===== src/rtl/memfu_pkg.sv =====
// Shared types, flag-bit positions and address-region decode for the load/store unit.
package memfu_pkg;

  typedef enum logic [1:0] {ST_IDLE, ST_RD, ST_OUT} state_e;
  typedef enum logic [1:0] {REG_RAM, REG_LED, REG_SW} region_e;

  localparam int unsigned FLAG_STORE  = 1;
  localparam int unsigned FLAG_OFFSET = 2;
  localparam int unsigned FLAG_NOCDB  = 7;

  // Switch words sit at sw_base, sw_base-1, ... sw_base-(nsw-1); the LED address wins any overlap.
  function automatic region_e decode_region(input int unsigned addr, input int unsigned led_addr,
                                            input int unsigned sw_base, input int unsigned nsw);
    if (addr == led_addr) return REG_LED;
    if ((addr <= sw_base) && ((sw_base - addr) < nsw)) return REG_SW;
    return REG_RAM;
  endfunction

endpackage


===== src/rtl/memfu_ram.sv =====
// Single-port data RAM with synchronous write and registered read (block-RAM style).
module memfu_ram #(
  parameter int unsigned DATA_W = 8,
  parameter int unsigned ADDR_W = 8
) (
  input  logic              clk,
  input  logic              we,
  input  logic [ADDR_W-1:0] addr,
  input  logic [DATA_W-1:0] wdata,
  output logic [DATA_W-1:0] rdata
);

  localparam int unsigned DEPTH = 32'd1 << ADDR_W;

  logic [DATA_W-1:0] mem [DEPTH];

  always_ff @(posedge clk) begin
    if (we) mem[addr] <= wdata;
    rdata <= mem[addr];
  end

endmodule


===== src/rtl/memfu.sv =====
// Load/store functional unit: one op in flight, RAM plus memory-mapped LED and switches,
// results held on the CDB/ROB handshakes until both are taken.
module memfu
  import memfu_pkg::*;
#(
  parameter int unsigned DATA_W   = 8,
  parameter int unsigned ADDR_W   = 8,
  parameter int unsigned ROBID_W  = 4,
  parameter int unsigned SW_W     = 16,
  parameter int unsigned LED_ADDR = (32'd1 << ADDR_W) - 32'd1,
  parameter int unsigned SW_BASE  = (32'd1 << ADDR_W) - 32'd2
) (
  input  logic                   clk,
  input  logic                   rst,
  input  logic                   input_transmit,
  input  logic [DATA_W-1:0]      operand,
  input  logic [1:0][DATA_W-1:0] depvals,
  input  logic [7:0]             wbs,
  input  logic [7:0]             flags,
  input  logic [ROBID_W-1:0]     robid,
  input  logic                   cdb_transmit,
  output logic                   cdb_transmit_out,
  output logic [ROBID_W-1:0]     cdb_id,
  output logic [DATA_W-1:0]      cdb_val,
  input  logic                   rob_transmit,
  output logic                   rob_transmit_out,
  output logic [ROBID_W-1:0]     robid_out,
  output logic [7:0]             flags_out,
  output logic [7:0]             wbs_out,
  output logic [DATA_W-1:0]      value_out,
  output logic                   busy,
  input  logic [SW_W-1:0]        sw,
  output logic [DATA_W-1:0]      led
);

  localparam int unsigned NSW = (SW_W + DATA_W - 1) / DATA_W;

  state_e                  state;
  region_e                 region;
  logic [ADDR_W-1:0]       addr;
  logic [NSW*DATA_W-1:0]   sw_pad;
  logic [DATA_W-1:0]       sw_word;
  logic [DATA_W-1:0]       mmio_val;
  logic [DATA_W-1:0]       ram_rdata;
  logic                    accept;
  logic                    is_store;
  logic                    ram_we;
  logic                    direct;
  logic                    cdb_pend;
  logic                    rob_pend;

  assign addr     = ADDR_W'(depvals[1] + (flags[FLAG_OFFSET] ? operand : DATA_W'(0)));
  assign region   = decode_region(32'(addr), LED_ADDR, SW_BASE, NSW);
  assign accept   = (state == ST_IDLE) && input_transmit;
  assign is_store = flags[FLAG_STORE];
  assign ram_we   = accept && is_store && (region == REG_RAM);
  assign direct   = is_store || (region != REG_RAM);
  assign sw_pad   = (NSW*DATA_W)'(sw);
  assign mmio_val = (region == REG_LED) ? led : sw_word;

  // Switch word k lives at SW_BASE-k.
  always_comb begin
    sw_word = '0;
    for (int unsigned k = 0; k < NSW; k++) begin
      if (k == (SW_BASE - 32'(addr))) sw_word = sw_pad[k*DATA_W +: DATA_W];
    end
  end

  memfu_ram #(
    .DATA_W(DATA_W),
    .ADDR_W(ADDR_W)
  ) u_ram (
    .clk  (clk),
    .we   (ram_we),
    .addr (addr),
    .wdata(depvals[0]),
    .rdata(ram_rdata)
  );

  assign busy             = (state != ST_IDLE);
  assign cdb_transmit_out = cdb_pend;
  assign rob_transmit_out = rob_pend;
  assign cdb_id           = robid_out;
  assign cdb_val          = value_out;

  always_ff @(posedge clk or negedge rst) begin
    if (!rst) begin
      state     <= ST_IDLE;
      cdb_pend  <= 1'b0;
      rob_pend  <= 1'b0;
      robid_out <= '0;
      flags_out <= '0;
      wbs_out   <= '0;
      value_out <= '0;
      led       <= '0;
    end else begin
      case (state)
        ST_IDLE: begin
          if (accept) begin
            robid_out <= robid;
            flags_out <= flags;
            wbs_out   <= wbs;
            if (is_store && (region == REG_LED)) led <= depvals[0];
            if (direct) begin
              value_out <= is_store ? '0 : mmio_val;
              cdb_pend  <= ~flags[FLAG_NOCDB];
              rob_pend  <= 1'b1;
              state     <= ST_OUT;
            end else begin
              state <= ST_RD;
            end
          end
        end
        ST_RD: begin
          value_out <= ram_rdata;
          cdb_pend  <= ~flags_out[FLAG_NOCDB];
          rob_pend  <= 1'b1;
          state     <= ST_OUT;
        end
        ST_OUT: begin
          // Leave once nothing remains pending after this edge's grants.
          if (cdb_transmit) cdb_pend <= 1'b0;
          if (rob_transmit) rob_pend <= 1'b0;
          if (!(cdb_pend && !cdb_transmit) && !(rob_pend && !rob_transmit)) state <= ST_IDLE;
        end
        default: state <= ST_IDLE;
      endcase
    end
  end

endmodule


===== config.mk =====
export PLATFORM = sky130hd
export DESIGN_NAME = memfu
export DESIGN_NICKNAME = d
export VERILOG_FILES = /design/src/rtl/memfu_pkg.sv /design/src/rtl/memfu_ram.sv /design/src/rtl/memfu.sv
export SDC_FILE = /design/constraint.sdc
export NUM_CORES = 2
export LEC_CHECK = 0
export CORE_ASPECT_RATIO = 0.7
export CORE_MARGIN = 2
export CORE_UTILIZATION = 62
export CTS_BUF_LIST = sky130_fd_sc_hd__clkbuf_4 sky130_fd_sc_hd__clkbuf_8 sky130_fd_sc_hd__clkbuf_16
export DETAILED_ROUTE_END_ITERATION = 6
export GPL_ROUTABILITY_DRIVEN = 0
export PLACE_DENSITY = 0.82
export SETUP_SLACK_MARGIN = 0.1
export SLEW_MARGIN = 20
export SYNTH_ARGS = -nofsm -noshare
export SYNTH_HDL_FRONTEND = slang
export SYNTH_SLANG_ARGS = --single-unit

===== constraint.sdc =====
create_clock -name clk -period 3.3 [get_ports clk]
set_input_delay 0.33 -clock clk [delete_from_list [all_inputs] [get_ports clk]]
set_output_delay 0.33 -clock clk [all_outputs]
set_load 0.02 [all_outputs]

==> metrics.yaml <==
r2r_cells: 8
fp.coreArea_sq_um: 131000
critical_path_arrival_ns: 4.23
vias: 49000
nets: 4802
htreeDepth: 4
yosys-top-cells-area: "edfxtp_1 75%, mux4_2 17%, dfrtp_1 1.2%, nor2_1 1.1%, nand2_1 0.75%"
finalMaxSlewViolations: 0
synth_top_area_share_pct: 74.7
viasPerCell: 7.40
min-delay-start: "depvals[7]"
ys.flop_type: "edfxtp_1"
netlist_area_sq_um: 82300
dieArea_sq_um: 136000
die_y_um: 309
critPathRequiredTime_ns: 4.03
min_period_ns: 3.50
yosys.cell_types.count: 66
dpl.cell_count: 6186
drtIter0Drc: 9667
startpoint_type: "input port"
r2r_setup_slack_ns: 0.33
drt-total-wl_mm: 267
dpl_cell_area_sq_um: 95000
drt_pre_antenna_iters: 7
ioPinCount: 116
clk_path_buf_depth: 3
design_area_sq_um: 103000
start_util_pct: 62.7
yosysWarnings: 0
max_cap_violations: 0
grt_max_degree: 154
hold_end: "u_ram.mem[243][7]$_DFFE_PP_"
die_w_um: 439
worstHoldPathType: "in -> reg"
cts_buffers: 182
hold_viol_final: 0
violations: "design-rule violations, negative setup slack"
grt_use_total_pct: 39.0
setup_slack_ns: -0.204
clockRootBuffer: "clkbuf_16"
grt_pass1_vias: 48000
ys_seq_area_share_pct: 76.2
numPortBuffers: 115
overflow: 0
peakVddDrop_mv: 0.687
area_growth_pct: 25.0
total_power_mw: 62.6
avgSynthCellArea_sq_um: 21.7
max_freq_mhz: 285
finalCritPeriodShare_pct: 106
grt_pass1_wl_mm: 365
stdcell_count: 6622
dp_hpwl_mm: 153
r2r-end: "u_ram.mem[221][0]$_DFFE_PP_"
holdPathStages: 1
clock-skew-final_ns: 0.0520
cts_sinks: 2096
total_leakage_power_nw: 33.5
tightest_slew_ns: 1.25
postSynthCellCount: 3795
status: "finished with violations"
r2r_start: "state[1]$_DFFE_PN0P_"
synth_top_area_cell: "edfxtp_1"
setup-violations-final: 108
final_util_pct: 78.3
clkLatencyLatePin_ns: 0.86
endpoint_kind: "flop"
cp_max_fo: 20
ys_ff_latch: 2096
cts_tree: "done"
wire_per_inst_um: 40.3
drive_gt1_share_pct: 44.0
remaining_drc_errors: 15
antenna_found_initial: 15
relSlewSlack_pct: 16.8
pwr_density_cell_nw_per_um2: 609
crit_type: "in -> reg"
final_antenna_net_count: 0
placementRows: 111
synth_edf_count: 2048
rsz0062_at_grt: "yes"
async_reset_ff_share_pct: 1.91
setup_tns_ns: -3.14
clk_pin_slew_ns: 0.07
==> worst max path at each step <==
stage / to / cells after the start / slack [ns] / start
after detailed placement: u_ram.rdata[0]$_DFF_P_ / 13 / -1.46 / operand[0]
after floorplan: u_ram.mem[249][0]$_DFFE_PP_ / 13 / -0.13 / operand[0]
final: u_ram.rdata[6]$_DFF_P_ / 16 / -0.20 / operand[0]
after global placement: u_ram.rdata[0]$_DFF_P_ / 13 / -1.40 / operand[0]
after CTS: u_ram.rdata[3]$_DFF_P_ / 15 / 0.02 / flags[2]
after global routing: u_ram.rdata[0]$_DFF_P_ / 15 / -0.13 / operand[0]
==> area by class of cell <==
cell class,instances,area (sq um)
repair buffers,957,11500
diodes,8,20.0
fillers,5884,28400
inverters,19,76.3
flip-flops and latches,2096,62700
multi-input cells,1462,20400
clock inverters,98,931
well taps,1751,2190
clock buffers,231,5050
==> synthesized netlist by cell type (all sizes together), types with 3 or more instances <==
master and count:
a211oi 7, a21oi 39, a221oi 3, a22o 3, a22oi 39, a311oi 3, a31oi 9, a32oi 14
and2 13, and3 3, buf 128, clkbuf 97, dfrtp 40, dfxtp 8, edfxtp 2048, ha 18
inv 19, mux2 27, mux2i 30, mux4 607, nand2 165, nand3 53, nand4 33, nor2 237
nor3 57, nor4 8, o211ai 3, o21ai 17, o22ai 3, or2 27, or3 3, xnor2 5
xor2 5
==> flip-flops by register name, summed over array words and instances (netlist names) <==
register          cells
cdb_val               8
flags_out             8
rob_transmit_out      1
cdb_id                4
state                 2
wbs_out               8
u_ram.rdata           8
u_ram.mem          2048
led                   8
cdb_transmit_out      1
==> worst max-delay path: stages <==
cell and delay, ns:
buf_6 0.09, and2_4 0.16, ha_4 0.20, fa_4 0.79, buf_12 0.16, buf_12 0.16
buf_4 0.14, buf_12 0.17, mux4_2 0.37, nand2_1 0.09, nand4_1 0.27, nand4_1 0.45
o211ai_1 0.17, a211oi_2 0.36, buf_4 0.23, a21oi_1 0.05
==> through the flow <==
step                      worst slack, ns  hold WS (ns)
after floorplan                    -0.129        0.0344
after global placement              -1.40         0.465
after detailed placement            -1.46         0.473
after CTS                          0.0217        0.0732
after global routing               -0.129        0.0763
final                              -0.204        0.0814
==> metal layers <==
metal | part of all wire [%] | routed length [um] | track usage (%)
met4 | 6.1 | 16300 | 17.5
met3 | 16 | 43200 | 14.6
met5 | 0.11 | 287 | 0
met1 | 32 | 85100 | 51.6
met2 | 46 | 122000 | 58.7
==> cell usage in the layout (no fill, tap or decap), types with 18 or more instances in the layout <==
| cell | instances |
|---|---|
| a21oi_1 | 23 |
| a22oi_1 | 22 |
| buf_12 | 287 |
| buf_4 | 504 |
| buf_6 | 34 |
| clkbuf_16 | 193 |
| clkbuf_4 | 39 |
| clkdlybuf4s50_1 | 100 |
| clkinv_1 | 35 |
| clkinv_2 | 31 |
| dfrtp_1 | 40 |
| edfxtp_1 | 2048 |
| inv_1 | 18 |
| mux2_2 | 27 |
| mux2i_1 | 26 |
| mux4_2 | 607 |
| nand2_1 | 157 |
| nand3_1 | 46 |
| nand4_1 | 33 |
| nor2_1 | 34 |
| nor2_2 | 92 |
| nor2_4 | 111 |
| nor3_2 | 23 |
| or2_2 | 22 |
==> power by group <==
part	leakage [nW]	internal, mW	switching, mW	total (mW)
logic	11.6	4.59	6.05	10.6
clock network	2.99	12.1	10.1	22.2
registers	19.0	29.5	0.325	29.8
total	33.5	46.2	16.5	62.6
==> repair_timing <==
action                                  in CTS  in global routing
endpoints found under the hold margin       40                  0
pin swaps                                   31                 55
gates resized for setup                     98                 73
endpoints found under the setup margin    2033                748
hold buffers                                 1                  0
setup buffers                               52                 39
gates cloned                                 7                  5
==> logic make-up (layout without fill, tap and decap cells) <==
| logic type | after synthesis | in the layout | share of synthesized area, % |
|---|---|---|---|
| simple gates | 604 | 604 | 3.23 |
| flops | 2096 | 2096 | 76.2 |
| fa+ha+maj | 19 | 19 | 0.298 |
| other cells | 1 | 16 | 0.00456 |
| buf+inv | 244 | 1305 | 1.43 |
| compound gates | 156 | 156 | 1.35 |
| xor+xnor | 11 | 11 | 0.179 |
| mux | 664 | 664 | 17.3 |
(Power assumes the default switching activity.)
